File: src/rtl/button_mode_ctrl_if.sv
`default_nettype none
// ============================================================================
// Module      : button_mode_ctrl_if
// Description : Press input and LED/mode status bundle for button_mode_ctrl.
// Revision    : 1.0  initial release
// ============================================================================
interface button_mode_ctrl_if;
    logic       button_pressed;
    logic       led;
    logic [1:0] mode;
    logic       press_accepted;

    // Master drives presses and observes status; slave is the controller.
    modport master (
        output button_pressed,
        input  led,
        input  mode,
        input  press_accepted
    );

    modport slave (
        input  button_pressed,
        output led,
        output mode,
        output press_accepted
    );
endinterface
`default_nettype wire

File: src/rtl/button_mode_ctrl.sv
`default_nettype none
// ============================================================================
// Module      : button_mode_ctrl
// Description : Steps an LED through OFF/SLOW/FAST/ON on debounced presses.
// Revision    : 1.0  initial release
// ============================================================================
module button_mode_ctrl #(
    parameter int SLOW_HALF_CYCLES = 12_500_000,
    parameter int FAST_HALF_CYCLES = 2_500_000,
    parameter int DEBOUNCE_CYCLES  = 5_000_000
) (
    input  wire                  clock,
    input  wire                  reset,
    button_mode_ctrl_if.slave    bus
);

    localparam int LOCK_W_RAW  = $clog2(DEBOUNCE_CYCLES + 1);
    localparam int LOCK_W      = (LOCK_W_RAW < 1) ? 1 : LOCK_W_RAW;
    localparam int HALF_MAX    = (SLOW_HALF_CYCLES > FAST_HALF_CYCLES) ?
                                 SLOW_HALF_CYCLES : FAST_HALF_CYCLES;
    localparam int BLINK_W_RAW = $clog2(HALF_MAX);
    localparam int BLINK_W     = (BLINK_W_RAW < 1) ? 1 : BLINK_W_RAW;

    localparam logic [LOCK_W-1:0]  c_LOCK_LOAD = LOCK_W'(DEBOUNCE_CYCLES);
    localparam logic [BLINK_W-1:0] c_SLOW_LAST = BLINK_W'(SLOW_HALF_CYCLES - 1);
    localparam logic [BLINK_W-1:0] c_FAST_LAST = BLINK_W'(FAST_HALF_CYCLES - 1);

    typedef enum logic [1:0] {
        ST_OFF  = 2'd0,
        ST_SLOW = 2'd1,
        ST_FAST = 2'd2,
        ST_ON   = 2'd3
    } mode_t;

    mode_t              r_state;
    logic               r_led;
    logic               r_press_accepted;
    logic [LOCK_W-1:0]  r_lock_cnt;
    logic [BLINK_W-1:0] r_blink_cnt;

    logic               w_accept;
    mode_t              w_next_state;
    logic [BLINK_W-1:0] w_blink_last;

    // Presses during the lockout window are discarded, not queued.
    assign w_accept = bus.button_pressed && (r_lock_cnt == '0);

    always_comb begin
        w_next_state = ST_OFF;
        case (r_state)
            ST_OFF:  w_next_state = ST_SLOW;
            ST_SLOW: w_next_state = ST_FAST;
            ST_FAST: w_next_state = ST_ON;
            ST_ON:   w_next_state = ST_OFF;
            default: w_next_state = ST_OFF;
        endcase
    end

    assign w_blink_last = (r_state == ST_FAST) ? c_FAST_LAST : c_SLOW_LAST;

    always_ff @(posedge clock) begin
        if (reset) begin
            r_state          <= ST_OFF;
            r_led            <= 1'b0;
            r_press_accepted <= 1'b0;
            r_lock_cnt       <= '0;
            r_blink_cnt      <= '0;
        end else begin
            r_press_accepted <= w_accept;

            if (w_accept) begin
                r_state     <= w_next_state;
                r_lock_cnt  <= c_LOCK_LOAD;
                r_blink_cnt <= '0;
                // Every mode but OFF is entered lit, so blinking starts on.
                r_led       <= (w_next_state != ST_OFF);
            end else begin
                if (r_lock_cnt != '0) begin
                    r_lock_cnt <= r_lock_cnt - 1'b1;
                end

                case (r_state)
                    ST_SLOW, ST_FAST: begin
                        if (r_blink_cnt == w_blink_last) begin
                            r_blink_cnt <= '0;
                            r_led       <= ~r_led;
                        end else begin
                            r_blink_cnt <= r_blink_cnt + 1'b1;
                        end
                    end
                    default: begin
                        r_blink_cnt <= '0;
                    end
                endcase
            end
        end
    end

    assign bus.led            = r_led;
    assign bus.mode           = r_state;
    assign bus.press_accepted = r_press_accepted;

endmodule
`default_nettype wire

File: src/flat_wrapper.sv
// flat-port wrapper written by rule: the top's interface ports become plain ports
module button_mode_ctrl_flat 
#(
    parameter int SLOW_HALF_CYCLES = 12_500_000,
    parameter int FAST_HALF_CYCLES = 2_500_000,
    parameter int DEBOUNCE_CYCLES  = 5_000_000
)
  (clock, reset, bus_button_pressed, bus_led, bus_mode, bus_press_accepted);
  button_mode_ctrl_if bus_i ();
  input  wire clock;
  input  wire reset;
  input wire logic [$bits(bus_i.button_pressed)-1:0] bus_button_pressed;
  output wire logic [$bits(bus_i.led)-1:0] bus_led;
  output wire logic [$bits(bus_i.mode)-1:0] bus_mode;
  output wire logic [$bits(bus_i.press_accepted)-1:0] bus_press_accepted;
  assign bus_i.button_pressed = bus_button_pressed;
  assign bus_led = bus_i.led;
  assign bus_mode = bus_i.mode;
  assign bus_press_accepted = bus_i.press_accepted;
  button_mode_ctrl #(.SLOW_HALF_CYCLES(SLOW_HALF_CYCLES), .FAST_HALF_CYCLES(FAST_HALF_CYCLES), .DEBOUNCE_CYCLES(DEBOUNCE_CYCLES)) u_core (.clock(clock), .reset(reset), .bus(bus_i));
endmodule
File: config.mk
export PLATFORM = sky130hd
export DESIGN_NAME = button_mode_ctrl_flat
export DESIGN_NICKNAME = d
export VERILOG_FILES = /design/src/rtl/button_mode_ctrl_if.sv /design/src/rtl/button_mode_ctrl.sv /design/src/flat_wrapper.sv
export SDC_FILE = /design/constraint.sdc
export NUM_CORES = 1
export LEC_CHECK = 0
export ABC_AREA = 1
export CAP_MARGIN = 25
export CORE_MARGIN = 4
export CORE_UTILIZATION = 24
export CTS_CLUSTER_DIAMETER = 200
export DETAILED_ROUTE_END_ITERATION = 7
export SYNTH_ARGS = -nofsm -noshare
export SYNTH_HDL_FRONTEND = slang
export SYNTH_SLANG_ARGS = --single-unit
File: constraint.sdc
create_clock -name clock -period 1.8 [get_ports clock]
set_clock_uncertainty 0.1 [all_clocks]
set_input_delay 0.36 -clock clock [delete_from_list [all_inputs] [get_ports clock]]
set_output_delay 0.36 -clock clock [all_outputs]
set_load 0.01 [all_outputs]
### Word level (Yosys, flattened, before mapping)

Index checks and enable logic that the tools add are counted.
Widths: inputs -> output; s select.

* output and inout port bits: 4
* logic and storage cells: 33
* register bits: 51
* input bits: 3

* reduce and logical (&&, ||, !) cells: 12
* add/subtract/negate cells: 2
* multiplexer cells: 7
* bitwise operators: 2
* equality and inequality tests: 4

Operators by type and width (number)
* $mux 23: 2
* $add 24x1->24 const B: 1
* $eq 24x24->1: 1
* $mux 24: 1
* $logic_not 23->1: 1
* $reduce_bool 23->1: 1
* $sub 23x1->23 const B: 1
* $pmux 2 s4: 1
* $reduce_bool 2->1: 4
* $eq 2x2->1 const B: 2
* $reduce_or 2->1: 2
* $reduce_or 4->1: 1
* $mux 1: 3
* $eq 2x1->1 const B: 1
* $logic_not 2->1: 1
* $not 1->1: 2
* $reduce_and 2->1: 1
* $logic_and 1x1->1: 1

### Depth between registers and ports, before layout

* word-level depth: 6
* mapped depth: 12
* mapped depth without buffers: 12

### Worst setup path before layout

Ideal clock, no wire load.

* path type: register to register
* start: register u_core.r_state[0] (netlist: u_core.bus.mode[0])
* end: register u_core.r_blink_cnt[9]
* clock period less this slack: 1692 ps
* required time: 1638 ps
* path buffers: 1
* cell stages (with the launch flop): 11
* setup time: 62 ps
* arrival time: 1530 ps
* slack: 108 ps
* path through: dfxtp_1 -> inv_1 -> ha_1 -> inv_1 -> nor2_1 -> nand4_1 -> nand2_1 -> a21oi_1 -> nand3_4 -> buf_12 -> nor2_2

* word-level cells in the longest chain between the ends: 4
* elaborated cells between the ends (all ways): 7
* those cells by class: eq/ne: 3; mux: 1; bitwise: 1; reduce/logical: 2

Ends and longest elaborated chain
* from (decl): RTL line button_mode_ctrl.sv:35 `mode_t r_state;`
* from (signal assigned): RTL line button_mode_ctrl.sv:72 `r_state <= w_next_state;`
* $eq 2x2->1 or $eq 2x1->1 (tied branches): RTL line button_mode_ctrl.sv:59, button_mode_ctrl.sv:82
* $mux 24 or $reduce_or 2->1 (tied branches): RTL line button_mode_ctrl.sv:59, button_mode_ctrl.sv:82
* $eq 24x24->1 or $not 1->1 (tied branches)
* $reduce_or 4->1 (no source line) (*)
* to (signal assigned): RTL line button_mode_ctrl.sv:88 `r_blink_cnt <= r_blink_cnt + 1'b1;`
* to (decl): RTL line button_mode_ctrl.sv:39 `logic [BLINK_W-1:0] r_blink_cnt;`

Mark *: on every way between the ends. The rest lies on a longest branch, timed or not.
A chain may end at the register's enable or synchronous reset.

### Worst setup path after layout

* start: register u_core.r_state[1] (netlist: u_core.bus.mode[1])
* end: output port bus_mode[1]

RTL lines
* to (decl): RTL line flat_wrapper.sv:14 `output wire logic [$bits(bus_i.mode)-1:0] bus_mode;`

No word-level cell between the ends.

==> impl_results.md <==
* Outcome: finished, final reports clean
* Post-Synthesis Cell Area at 2920 µm²
* Vias at 2644
* Core footprint at 12000 µm²
* Crit path max-delay family: buffers and inverters
* Max Clock Freq at 592 MHz
* #FFs+latches synth at 51
* Die area at 14000 µm²
* Routed wire length at 6790 µm
* Clock edge transition at the registers on the reported setup and hold paths at 0.07 ns
* Number of H-tree levels at 2
* Die Span Y at 118 µm
* Max layer used: met4
* P_leak at 1.35 nW
* Max clock buf depth at 2
* Sw frac at 45.5%
* Sequential group share of total power at 28.0%
* Total clock sinks at 51
* Count of final setup violators at 0
* Final min period at 1.69 ns
* Crit-path slowest cell: clkdlybuf4s50_1
* Final hold viol count at 0
* Warnings from Yosys at 0
* Logic pwr share at 54.6%
* Multi-input combinational cell area at 1700 µm²
* First-pass GRT wire length at 11400 µm
* Max-slew violations at 0
* # DRC at 0
* Worst Max-Slew Pin Slew at 0.357 ns
* Hold-fix buffer count after cts at 0
* Antenna violations before repair at 0
* Clock Tree Root: clkbuf_16
* Tcrit/Tclk final at 93.9%
* R2R setup slack at 0.12 ns
* Pwr/cell area at 1670 nW/µm²
* Worst path arrival time at 1.23 ns
* Internal power at 3.16 mW
* Buffers on Ports at 6
* Synth cell types at 27
* Insertion delay to the later sink of the worst-skew pair at 0.29 ns
* Critical Path Source Type: flip-flop
* Maxcap violations at 0
* Synth Instances at 430
* Maximum fanout along the worst path at 4
* Sw power at 2.63 mW
* Syn Nets at 439
* Rows at 40
* First drt pass iteration count at 4
* Antenna diode count at 0
* CP Capture Type: primary output
* Largest net degree at the start of global routing at 18
* FF/Latch Area at 1020 µm²
* HP Class: reg2reg
* Vias in the first global route at 2489
* Req. time, crit path at 1.34 ns
* Syn Area/Cell at 6.79 µm²
* Nets at 466
* Crit path cell chain: clkdlybuf4s50_1
* CP Buf/Inv Count at 1
* Gr ovfl total at 0
* Starting Density at 24.4%
* Finished Cell Area at 3470 µm²
* Placed Area at 3230 µm²
* Filler cells at 1261
* I/O Pins at 7
* Routed met2 length at 3070 µm
* Most frequent cells in the layout: nand2_1 (105), nor2_1 (80), dfxtp_1 (49)
* Die width at 118 µm
* Sequential fraction of the synthesis area at 34.9%
* Clock power share at 17.5%
* Layout cells sized above 1 at 16.4%
* CTS tree: done
* DP HPWL at 5120 µm
* Num CTS Buffers at 5
* CP max stage delay at 0.56 ns
* Met3 wire len at 382 µm
* Iteration-0 DRC Markers at 169
* Max VDD drop at 0.547 mV
* Wire per inst at 11.2 µm
* WS Path Type: reg2out
* M1 WL at 3200 µm
* Max_slew headroom at 76.0%
* GRT Overall Usage at 9.93%
* Commonest non-fill, non-tap cell in the layout: nand2_1
* DRT antenna net count at 0
* Area grow syn2layout at 18.8%
* GPL Wtd Cong at 0.883
* Vias per cell at 4.37
* Total power at 5.79 mW
==> power groups by stage <==
stage / sequential [mW] / combinational, mW / clock (mW)
6_report: 1.62 / 3.16 / 1.01
5_1_grt: 1.65 / 3.58 / 1.08
4_1_cts: 1.61 / 2.97 / 1.04
3_5_place_dp: 1.63 / 2.94 / 0
3_3_place_gp: 1.62 / 2.91 / 0
2_1_floorplan: 1.58 / 2.35 / 0
==> cells by family (layout without fill, tap and decap cells) <==
family                   Yosys count  in the layout  share of synthesized area, %
buffers and inverters             56             83                          8.39
AO/OA/AOI/OAI                     16             16                          2.96
flip-flops                        51             51                          34.9
adder cells (fa/ha/maj)            6              6                          2.57
AND/OR/NAND/NOR                  267            268                          40.9
XOR/XNOR                          34             34                          10.2
==> area by class of cell <==
cell class / count / area share, %
Multi-Input combinational cell: 324 / 49.0
Sequential cell: 51 / 29.5
Timing Repair Buffer: 24 / 6.09
Inverter: 51 / 5.52
Tap cell: 147 / 5.30
Clock buffer: 7 / 4.40
Clock inverter: 1 / 0.216
==> Yosys cell counts (all sizes together) <==
| master | number | area share (%) |
|---|---|---|
| nand3 | 18 | 3.5 |
| nor4 | 1 | 0.21 |
| nor2 | 112 | 17 |
| a21oi | 12 | 2.1 |
| or2 | 2 | 0.43 |
| nand2 | 110 | 15 |
| nand3b | 2 | 0.51 |
| inv | 51 | 6.6 |
| o22ai | 2 | 0.43 |
| a211oi | 1 | 0.26 |
| xor2 | 17 | 5.1 |
| ha | 6 | 2.6 |
| nor3 | 8 | 1.4 |
| dfxtp | 51 | 35 |
| nand4 | 14 | 3.0 |
| xnor2 | 17 | 5.1 |
| a31oi | 1 | 0.21 |
| buf | 5 | 1.8 |
==> stage by stage <==
stage / instances / setup WS (ns) / hold slack, ns / setup TNS (ns) / utilization (%)
5_1_grt: 605 / -0.00296 / 0.385 / -0.00522 / 29.0
4_1_cts: 600 / 0.00712 / 0.361 / 0 / 28.3
3_5_place_dp: 592 / -0.00105 / 0.350 / -0.00105 / 27.0
6_report: 605 / 0.111 / 0.357 / 0 / 29.0
2_1_floorplan: 430 / 0.108 / 0.327 / 0 / -
3_3_place_gp: 592 / 0.0671 / 0.340 / 0 / 27.0
==> path summary, 6_finish.rpt <==
| check | depth (start not counted) | from | endpoint |
|---|---|---|---|
| worst max-delay path | 1 | u_core.bus.mode[1] | bus_mode[1] |
| worst min-delay path | 1 | u_core.r_blink_cnt[0] | u_core.r_blink_cnt[0] |
| worst max register to register | 9 | u_core.r_lock_cnt[8] | u_core.r_blink_cnt[12] |
| worst min register to register | 1 | u_core.r_blink_cnt[0] | u_core.r_blink_cnt[0] |
==> layer usage <==
metal | up-vias | GRT usage [%]
met5 | - | 0
met1 | 1185 | 12.8
li1 | 1382 | -
met2 | 64 | 15.9
met3 | 13 | 2.39
met4 | 0 | 4.10
==> state kept, by name, summed over array words and instances, names as in the netlist <==
signal                     cells
u_core.bus.press_accepted      1
u_core.bus.mode                2
u_core.r_blink_cnt            24
u_core.r_lock_cnt             23
u_core.bus.led                 1
==> timing repair <==
item                                    CTS  global route
cloned                                    0             1
buffers inserted                          0             4
endpoints found under the setup margin    2            50
pin swaps                                 0             4
gates resized for setup                   1            16
(Power assumes the default switching activity.)
